===== config.mk =====
export PLATFORM = sky130hd
export DESIGN_NAME = fwd_hazard_unit
export DESIGN_NICKNAME = d
export VERILOG_FILES = /design/src/rtl/fwd_hazard_unit.sv
export SDC_FILE = /design/constraint.sdc
export NUM_CORES = 1
export LEC_CHECK = 0
export CAP_MARGIN = 20
export CELL_PAD_IN_SITES_DETAIL_PLACEMENT = 0
export CELL_PAD_IN_SITES_GLOBAL_PLACEMENT = 1
export CORE_AREA = 2 2 368 370
export DETAILED_ROUTE_END_ITERATION = 10
export DIE_AREA = 0 0 370 372
export PLACE_DENSITY = 0.45
export SLEW_MARGIN = 0
export SYNTH_ARGS = -nofsm -noshare
export SYNTH_HDL_FRONTEND = slang
export SYNTH_SLANG_ARGS = --single-unit

===== constraint.sdc =====
create_clock -name clk -period 7.1 [get_ports clk]
set_clock_uncertainty 0.05 [all_clocks]
set_input_delay 1.775 -clock clk [delete_from_list [all_inputs] [get_ports clk]]
set_output_delay 1.775 -clock clk [all_outputs]
set_load 0.03 [all_outputs]

===== src/rtl/fwd_hazard_unit.sv =====
// fwd_hazard_unit: GPR and CSR operand forwarding from the producer stages,
// load-use stall detection with a saturating stall counter and a sticky
// timeout flag.
// Optional heap CSR shadow forwarding is built when HEAP_CSR_FWD_EN is defined.
module fwd_hazard_unit #(
    parameter int XLEN      = 64,
    parameter int NSTAGE    = 3,
    parameter int STALL_MAX = 8
) (
    input  logic                     clk,
    input  logic                     rst_n,
    input  logic                     id_valid_i,
    input  logic [4:0]               rs1_addr_i,
    input  logic [4:0]               rs2_addr_i,
    input  logic [XLEN-1:0]          rs1_data_i,
    input  logic [XLEN-1:0]          rs2_data_i,
    input  logic [11:0]              csr_addr_i,
    input  logic [XLEN-1:0]          csr_data_i,
    input  logic [5*NSTAGE-1:0]      stg_rdaddr_i,
    input  logic [XLEN*NSTAGE-1:0]   stg_rddata_i,
    input  logic [NSTAGE-1:0]        stg_rdwe_i,
    input  logic [NSTAGE-1:0]        stg_rdrdy_i,
    input  logic [12*NSTAGE-1:0]     stg_csraddr_i,
    input  logic [XLEN*NSTAGE-1:0]   stg_csrdata_i,
    input  logic [NSTAGE-1:0]        stg_csrwe_i,
    input  logic                     heap_csrwe_i,
    input  logic [11:0]              heap_csraddr_i,
    input  logic [XLEN-1:0]          heap_csrdata_i,
    output logic [XLEN-1:0]          rs1_data_o,
    output logic [XLEN-1:0]          rs2_data_o,
    output logic [XLEN-1:0]          csr_data_o,
    output logic                     stall_o,
    output logic [7:0]               stall_cnt_o,
    output logic                     timeout_o,
    output logic                     heap_vld_o
);

    localparam logic [0:0] IDLE  = 1'b0;
    localparam logic [0:0] STALL = 1'b1;

    localparam logic [7:0] STALL_LIMIT = 8'(STALL_MAX);

    logic             rs1_rdy;
    logic             rs2_rdy;
    logic             hazard;
    logic [0:0]       state;
    logic [0:0]       state_nxt;
    logic [7:0]       cnt_nxt;

    // Select the youngest matching producer for each GPR source; x0 never forwards.
    always_comb begin
        // NOTE: every signal gets a default first so no path leaves it unassigned (no latch).
        rs1_data_o = rs1_data_i;
        rs2_data_o = rs2_data_i;
        rs1_rdy    = 1'b1;
        rs2_rdy    = 1'b1;
        // Walk oldest to youngest so the youngest match overwrites the rest.
        for (int i = NSTAGE - 1; i >= 0; i--) begin
            if (stg_rdwe_i[i] && (stg_rdaddr_i[5*i +: 5] != 5'd0) &&
                (stg_rdaddr_i[5*i +: 5] == rs1_addr_i)) begin
                rs1_data_o = stg_rddata_i[XLEN*i +: XLEN];
                rs1_rdy    = stg_rdrdy_i[i];
            end
            if (stg_rdwe_i[i] && (stg_rdaddr_i[5*i +: 5] != 5'd0) &&
                (stg_rdaddr_i[5*i +: 5] == rs2_addr_i)) begin
                rs2_data_o = stg_rddata_i[XLEN*i +: XLEN];
                rs2_rdy    = stg_rdrdy_i[i];
            end
        end
    end

    // Only the selected producer's readiness matters: an older in-flight load
    // shadowed by a younger ready writer does not stall decode.
    assign hazard  = id_valid_i && (!rs1_rdy || !rs2_rdy);
    assign stall_o = hazard;

`ifdef HEAP_CSR_FWD_EN
    logic [11:0]     shadow_addr;
    logic [XLEN-1:0] shadow_data;
    logic            shadow_vld;

    // Heap shadow captures heap CSR updates; a wb-stage write to the same CSR
    // retires it, unless a new heap write lands in the same cycle.
    always_ff @(posedge clk or negedge rst_n) begin
        if (!rst_n) begin
            shadow_addr <= 12'd0;
            shadow_data <= '0;
            shadow_vld  <= 1'b0;
        end else if (heap_csrwe_i) begin
            shadow_addr <= heap_csraddr_i;
            shadow_data <= heap_csrdata_i;
            shadow_vld  <= 1'b1;
        end else if (stg_csrwe_i[NSTAGE-1] &&
                     (stg_csraddr_i[12*(NSTAGE-1) +: 12] == shadow_addr)) begin
            shadow_vld  <= 1'b0;
        end
    end

    assign heap_vld_o = shadow_vld;
`else
    logic heap_unused;

    assign heap_unused = ^{heap_csrwe_i, heap_csraddr_i, heap_csrdata_i};
    assign heap_vld_o  = 1'b0;
`endif

    // CSR read priority: youngest matching stage, then heap shadow, then CSR file.
    always_comb begin
        csr_data_o = csr_data_i;
`ifdef HEAP_CSR_FWD_EN
        if (shadow_vld && (shadow_addr == csr_addr_i)) begin
            csr_data_o = shadow_data;
        end
`endif
        for (int i = NSTAGE - 1; i >= 0; i--) begin
            if (stg_csrwe_i[i] && (stg_csraddr_i[12*i +: 12] == csr_addr_i)) begin
                csr_data_o = stg_csrdata_i[XLEN*i +: XLEN];
            end
        end
    end

    // Stall FSM next state and saturating counter next value.
    always_comb begin
        state_nxt = state;
        case (state)
            IDLE:    if (hazard)  state_nxt = STALL;
            STALL:   if (!hazard) state_nxt = IDLE;
            default: state_nxt = IDLE;
        endcase
        if (state_nxt == STALL) begin
            cnt_nxt = (stall_cnt_o == 8'hFF) ? 8'hFF : stall_cnt_o + 8'd1;
        end else begin
            cnt_nxt = 8'd0;
        end
    end

    // State, stall counter and sticky timeout registers.
    always_ff @(posedge clk or negedge rst_n) begin
        // NOTE: sequential state uses non-blocking assignments so every register samples pre-edge values.
        if (!rst_n) begin
            state       <= IDLE;
            stall_cnt_o <= 8'd0;
            timeout_o   <= 1'b0;
        end else begin
            state       <= state_nxt;
            stall_cnt_o <= cnt_nxt;
            if ((state_nxt == STALL) && (cnt_nxt == STALL_LIMIT)) begin
                timeout_o <= 1'b1;
            end
        end
    end

endmodule


-- After elaboration in Yosys (flattened, before gate mapping)
Cells that the tools add are included.
- bits of input ports: 738
- register bits after elaboration: 9
- word-level logic and storage cells: 52
- output and inout bits: 203
- equal/unequal tests: 11
- reductions and logical operators: 20
- multiplexer cells: 18
- add/sub/neg operators: 1
- operators with widths (operator ; number):
    2-to-1 mux 64 bit ; 9
    equality test 12 bit ; 3
    equality test 5 bit ; 6
    2-to-1 mux 8 bit ; 2
    nonzero test 5 bit ; 3
    logical AND 1 bit ; 14
    adder 8 x 1 -> 8 bit (second input constant) ; 1
    equality test 8 x 4 -> 1 bit (second input constant) ; 1
    equality test 8 bit (second input constant) ; 1
    2-to-1 mux 1 bit ; 7
    logical NOT 1 bit ; 2
    logical OR 1 bit ; 1

-- Logic depth before layout (Yosys ltp)
- word-level depth: 13
- depth in mapped cells: 8
- mapped depth without buffers: 6

-- Worst setup path before layout
OpenSTA, ideal clock, no wires.
- kind: in2out
- from: input port stg_rdaddr_i[14]
- to: output port rs2_data_o[10]
- path slack: 1.682 ns
- data arrival time: 3.593 ns
- data required time: 5.275 ns
- stages: 8
- cells stage by stage: or4_1 -> o21ai_1 -> nor4_1 -> buf_2 -> buf_2 -> mux2i_1 -> a211oi_1 -> a21o_1
- word-level cells in the longest chain between the ends: 6
- elaborated cells between the ends (all ways): 7
- those cells by class: eq/ne: 1; mux: 3; reduce/logical: 3
- RTL lines (element ; RTL line ; source):
    start: declaration ; 19 ; input logic [5*NSTAGE-1:0] stg_rdaddr_i,
    nonzero test 5 bit ; 64 ; if (stg_rdwe_i[i] && (stg_rdaddr_i[5*i +: 5] != 5'd0) &&
    logical AND 1 bit ; 64 ;
    logical AND 1 bit (*) ; 64 ;
    2-to-1 mux 64 bit (*) (3 in a row) ; 64 ;
    end: declaration ; 30 ; output logic [XLEN-1:0] rs2_data_o,
Mark *: on every way between the ends. The rest lies on a longest branch, timed or not.

-- Worst setup path after layout
- from: input port csr_addr_i[7]
- to: output port csr_data_o[29]
- word-level cells in the longest chain between the ends: 5
- elaborated cells between the ends (all ways): 9
- those cells by class: eq/ne: 3; mux: 3; reduce/logical: 3
- RTL lines (element ; RTL line ; source):
    start: declaration ; 17 ; input logic [11:0] csr_addr_i,
    equality test 12 bit ; 116 ; if (stg_csrwe_i[i] && (stg_csraddr_i[12*i +: 12] == csr_addr_i)) begin
    logical AND 1 bit ; 116 ;
    2-to-1 mux 64 bit (2 in a row) ; 116 ;
    2-to-1 mux 64 bit (*) ; 116 ;
    end: declaration ; 31 ; output logic [XLEN-1:0] csr_data_o,
Marked as above.

==> results.rst <==
.. list-table::
   :header-rows: 1

   * - Metric
     - Value
   * - Status
     - finished clean
   * - Maximum capacitance violations
     - 0
   * - Final Slew Violations
     - 0
   * - Cell-internal power
     - 0.000741 W
   * - Global-route met3 utilization
     - 0.0350
   * - CTS sink count
     - 9
   * - Core region area
     - 134000 µm²
   * - Resized Gates After CTS
     - 0
   * - Ratio of total power to cell area
     - 66.6 nW/µm²
   * - Clock root cell
     - sky130_fd_sc_hd__clkbuf_16
   * - Logic pwr share
     - 0.878
   * - Endpoint kind of the worst setup timing path
     - output port
   * - Congestion Overflow GR
     - 0
   * - Number of post-CTS setup repair buffers
     - 0
   * - Layout cell share with drive strength beyond 1
     - 0.0799
   * - Share of the yosys chip area belonging to registers
     - 0.0307
   * - Final count of hold timing violations
     - 0
   * - # DRC
     - 0
   * - Proportion of power drawn by the clock network
     - 0.080
   * - Area of the multi-input gates
     - 6640 µm²
   * - Fraction of post-synthesis cell area in the top cell type by area
     - 0.262
   * - Aggregate negative setup slack
     - 0 ns
   * - Number of global-route vias before repair
     - 12276
   * - RSZ-0062 raised after global routing
     - no
   * - Leakage power
     - 6.84 nW
   * - Largest net degree at the start of global routing
     - 65
   * - Number of antenna violations at the first check in global routing
     - 56
   * - Clock latency reported for the late side of the worst-skew pair
     - 0.24 ns
   * - Hold path startpoint
     - timeout_o
   * - Count of state elements after synthesis
     - 9
   * - Crit path cell chain
     - clkdlybuf4s50_1, xor2_1, or4_1, or4_2, buf_12, o21ai_1, a21oi_1, a21o_1, clkdlybuf4s50_1
   * - Num ports
     - 941
   * - Clock tree from TritonCTS
     - done
   * - Cells taking the most area after synthesis
     - sky130_fd_sc_hd__mux2i_1 (26%), sky130_fd_sc_hd__a21o_1 (20%), sky130_fd_sc_hd__a211oi_1 (13%), sky130_fd_sc_hd__nor2_1 (7.0%), sky130_fd_sc_hd__xnor2_1 (6.2%)
   * - Reg-to-reg startpoint
     - stall_cnt_o[0]
   * - Maximum buffer depth of the clock tree
     - 2
   * - Worst slew pin tran
     - 0.603 ns
   * - Number of nets in the layout
     - 2592
   * - Drt first-iter violations
     - 385
   * - Area enclosed by the die boundary
     - 138000 µm²
   * - Post-detailed-route count of antenna-violating nets
     - 0
   * - Startpoint Class
     - input port
   * - Leading area contributor after synthesis
     - sky130_fd_sc_hd__mux2i_1
   * - Vias/cell
     - 3.23
   * - Switching fraction of total power
     - 0.404
   * - Tightest Hold Check Type
     - flop to flop
   * - Count of buffer and inverter cells on the critical path
     - 3
   * - Hold buffers post-CTS
     - 0
   * - Fmax
     - 148 MHz
   * - Routed vias
     - 11775
   * - Final estimated routing congestion in global placement
     - 0.763
   * - Row Count
     - 135
   * - Biggest cell delay along the critical path
     - 0.59 ns
   * - Met2 Track Usage GR
     - 0.204
   * - Worst R2R Path Depth
     - 5
   * - Setup slack, reg-to-reg
     - 5.40 ns
   * - Clock slew seen by the registers of the worst setup and hold paths
     - 0.04 ns
   * - Worst vdd ir
     - 0.0585 mV
   * - Sequential share of power
     - 0.042
   * - Final-layout fill cell count
     - 15404
   * - Max-slew headroom
     - 0.597
   * - Worst path most repeated cell
     - sky130_fd_sc_hd__clkdlybuf4s50_1
   * - Fin util
     - 0.139
   * - Crit path required time
     - 5.28 ns
   * - Area grow syn2layout
     - 154%
   * - Destination of the critical timing path
     - csr_data_o[29]
   * - All-Layer GR Usage
     - 0.108
   * - Crit path arrival time
     - 4.93 ns
   * - Wire length of the first global-routing pass
     - 104000 µm
   * - Synthesized area divided by synthesized cell count
     - 7.05 µm²
   * - Number of cells on the critical path
     - 9
   * - Kind of critical path
     - input port to output port
   * - Die Wd
     - 370 µm
   * - CP max FO
     - 64
   * - Vertical die dimension
     - 372 µm
   * - Yosys cell types
     - 43
   * - Global Route met1 Usage
     - 0.122
   * - Highest-delay cell along the critical path
     - sky130_fd_sc_hd__clkdlybuf4s50_1
   * - Yosys warns
     - 0
   * - Switching Power
     - 0.000502 W
   * - Final setup fails
     - 0
   * - Number of input and output port buffers inserted
     - 862
   * - Busiest metal layer after global routing
     - met2
   * - Total CTS buffers
     - 3
   * - Netlist Area Pre-Place
     - 7340 µm²
   * - Sequential cell area
     - 225 µm²
   * - Number of levels the H-tree was split into
     - 1
   * - Minimum period implied by the final worst setup slack
     - 6.75 ns
   * - Estimated wirelength of the detail-placed design
     - 70900 µm
   * - Setup crit start
     - csr_addr_i[7]
   * - Final period utilization
     - 0.951
   * - Crit path max-delay family
     - buffers and inverters
   * - FF-to-FF End
     - stall_cnt_o[4]
   * - Post-Syn Instances
     - 1041
   * - Routed WL
     - 80200 µm
   * - Number of search-and-repair iterations in the first detailed-routing pass
     - 4
   * - Wire per inst
     - 22.0 µm
   * - Effective utilization at floorplan
     - 0.0547
   * - Synthesized Nets
     - 1780
==> per-stage QoR <==
stage / hold slack, ns / std cells / cell area, µm² / setup slack [ns] / total power [W]
3_5_place_dp: 0.425 / 3628 / 18500 / 0.375 / 0.00116
3_3_place_gp: 0.421 / 3628 / 18500 / 0.367 / 0.00116
5_1_grt: 0.477 / 3633 / 18600 / 0.255 / 0.00131
4_1_cts: 0.446 / 3632 / 18600 / 0.370 / 0.00126
6_report: 0.443 / 3642 / 18600 / 0.346 / 0.00124
2_1_floorplan: 0.620 / 1041 / 7340 / 1.68 / 0.000443
==> area by class of cell <==
cell class / count / area share
Clock buffer: 4 / 0.00423
Sequential cell: 9 / 0.0121
Tap cell: 1781 / 0.119
Multi-Input combinational cell: 922 / 0.356
Timing Repair Buffer: 913 / 0.506
Antenna cell: 9 / 0.00121
Inverter: 4 / 0.000805
==> placed cells by master (no fill, tap or decap), types with 3 or more instances in the layout <==
master / instances
sky130_fd_sc_hd__a211oi_1: 128
sky130_fd_sc_hd__a21o_1: 192
sky130_fd_sc_hd__a21oi_1: 70
sky130_fd_sc_hd__a31oi_1: 3
sky130_fd_sc_hd__buf_12: 50
sky130_fd_sc_hd__buf_4: 81
sky130_fd_sc_hd__clkbuf_16: 3
sky130_fd_sc_hd__clkdlybuf4s50_1: 781
sky130_fd_sc_hd__dfrtp_1: 9
sky130_fd_sc_hd__diode_2: 9
sky130_fd_sc_hd__inv_1: 4
sky130_fd_sc_hd__mux2i_1: 192
sky130_fd_sc_hd__nand2_1: 7
sky130_fd_sc_hd__nand3_1: 9
sky130_fd_sc_hd__nand4_1: 6
sky130_fd_sc_hd__nor2_1: 136
sky130_fd_sc_hd__nor3_1: 4
sky130_fd_sc_hd__nor4_2: 3
sky130_fd_sc_hd__o21ai_1: 67
sky130_fd_sc_hd__or3_1: 3
sky130_fd_sc_hd__or4_1: 4
sky130_fd_sc_hd__xnor2_1: 52
sky130_fd_sc_hd__xor2_1: 17
==> cells in the mapped netlist (all sizes together) <==
master,n
a2111oi,1
a211o,1
a211oi,128
a21o,192
a21oi,70
a221oi,1
a31oi,3
and3b,1
and4b,1
buf,52
clkbuf,54
conb,1
dfrtp,9
ha,1
inv,4
mux2,2
mux2i,192
nand2,7
nand2b,1
nand3,9
nand3b,1
nand4,6
nand4b,1
nor2,136
nor3,6
nor4,5
nor4b,2
nor4bb,1
o21a,1
o21ai,69
o21bai,1
o31ai,1
or2,1
or3,3
or4,8
xnor2,52
xor2,17
==> state kept, by name, summed over array words and instances, names as in the netlist <==
| register | count |
|---|---|
| timeout_o | 1 |
| stall_cnt_o | 8 |
==> worst min path at each step <==
stage	end	cells after the start
floorplan	timeout_o	1
global placement	timeout_o	1
detailed placement	timeout_o	1
CTS	timeout_o	1
global route	timeout_o	1
finish	timeout_o	1
==> metal layers <==
| layer | share of wire | vias up | routed length (µm) |
|---|---|---|---|
| li1 | - | 5550 | - |
| met1 | 0.39 | 5459 | 31200 |
| met2 | 0.51 | 643 | 40800 |
| met3 | 0.090 | 101 | 7180 |
| met4 | 0.012 | 22 | 924 |
| met5 | 0.0019 | - | 149 |
==> power by group through the flow <==
| stage | Sequential, W | Combinational (W) | Clock [W] |
|---|---|---|---|
| floorplan | 0.0000535 | 0.000390 | 0 |
| global placement | 0.0000529 | 0.00111 | 0 |
| detailed placement | 0.0000530 | 0.00110 | 0 |
| CTS | 0.0000523 | 0.00111 | 0.000103 |
| global route | 0.0000523 | 0.00116 | 0.000104 |
| finish | 0.0000523 | 0.00109 | 0.0000999 |
==> logic make-up (layout without fill, tap and decap cells) <==
family                     Yosys count  count (layout)  synth area share
DFF                                  9               9            0.0307
buffers and inverters              110             921            0.0712
and+or+nand+nor                    189             189             0.115
other                                1              10          0.000511
adders and majority gates            1               1           0.00170
muxes                              194             194             0.265
AOI/OAI and AO/OA                  468             468             0.434
xor gates and xnor gates            69              69            0.0823
No activity file was read; power rests on OpenSTA's default activity.
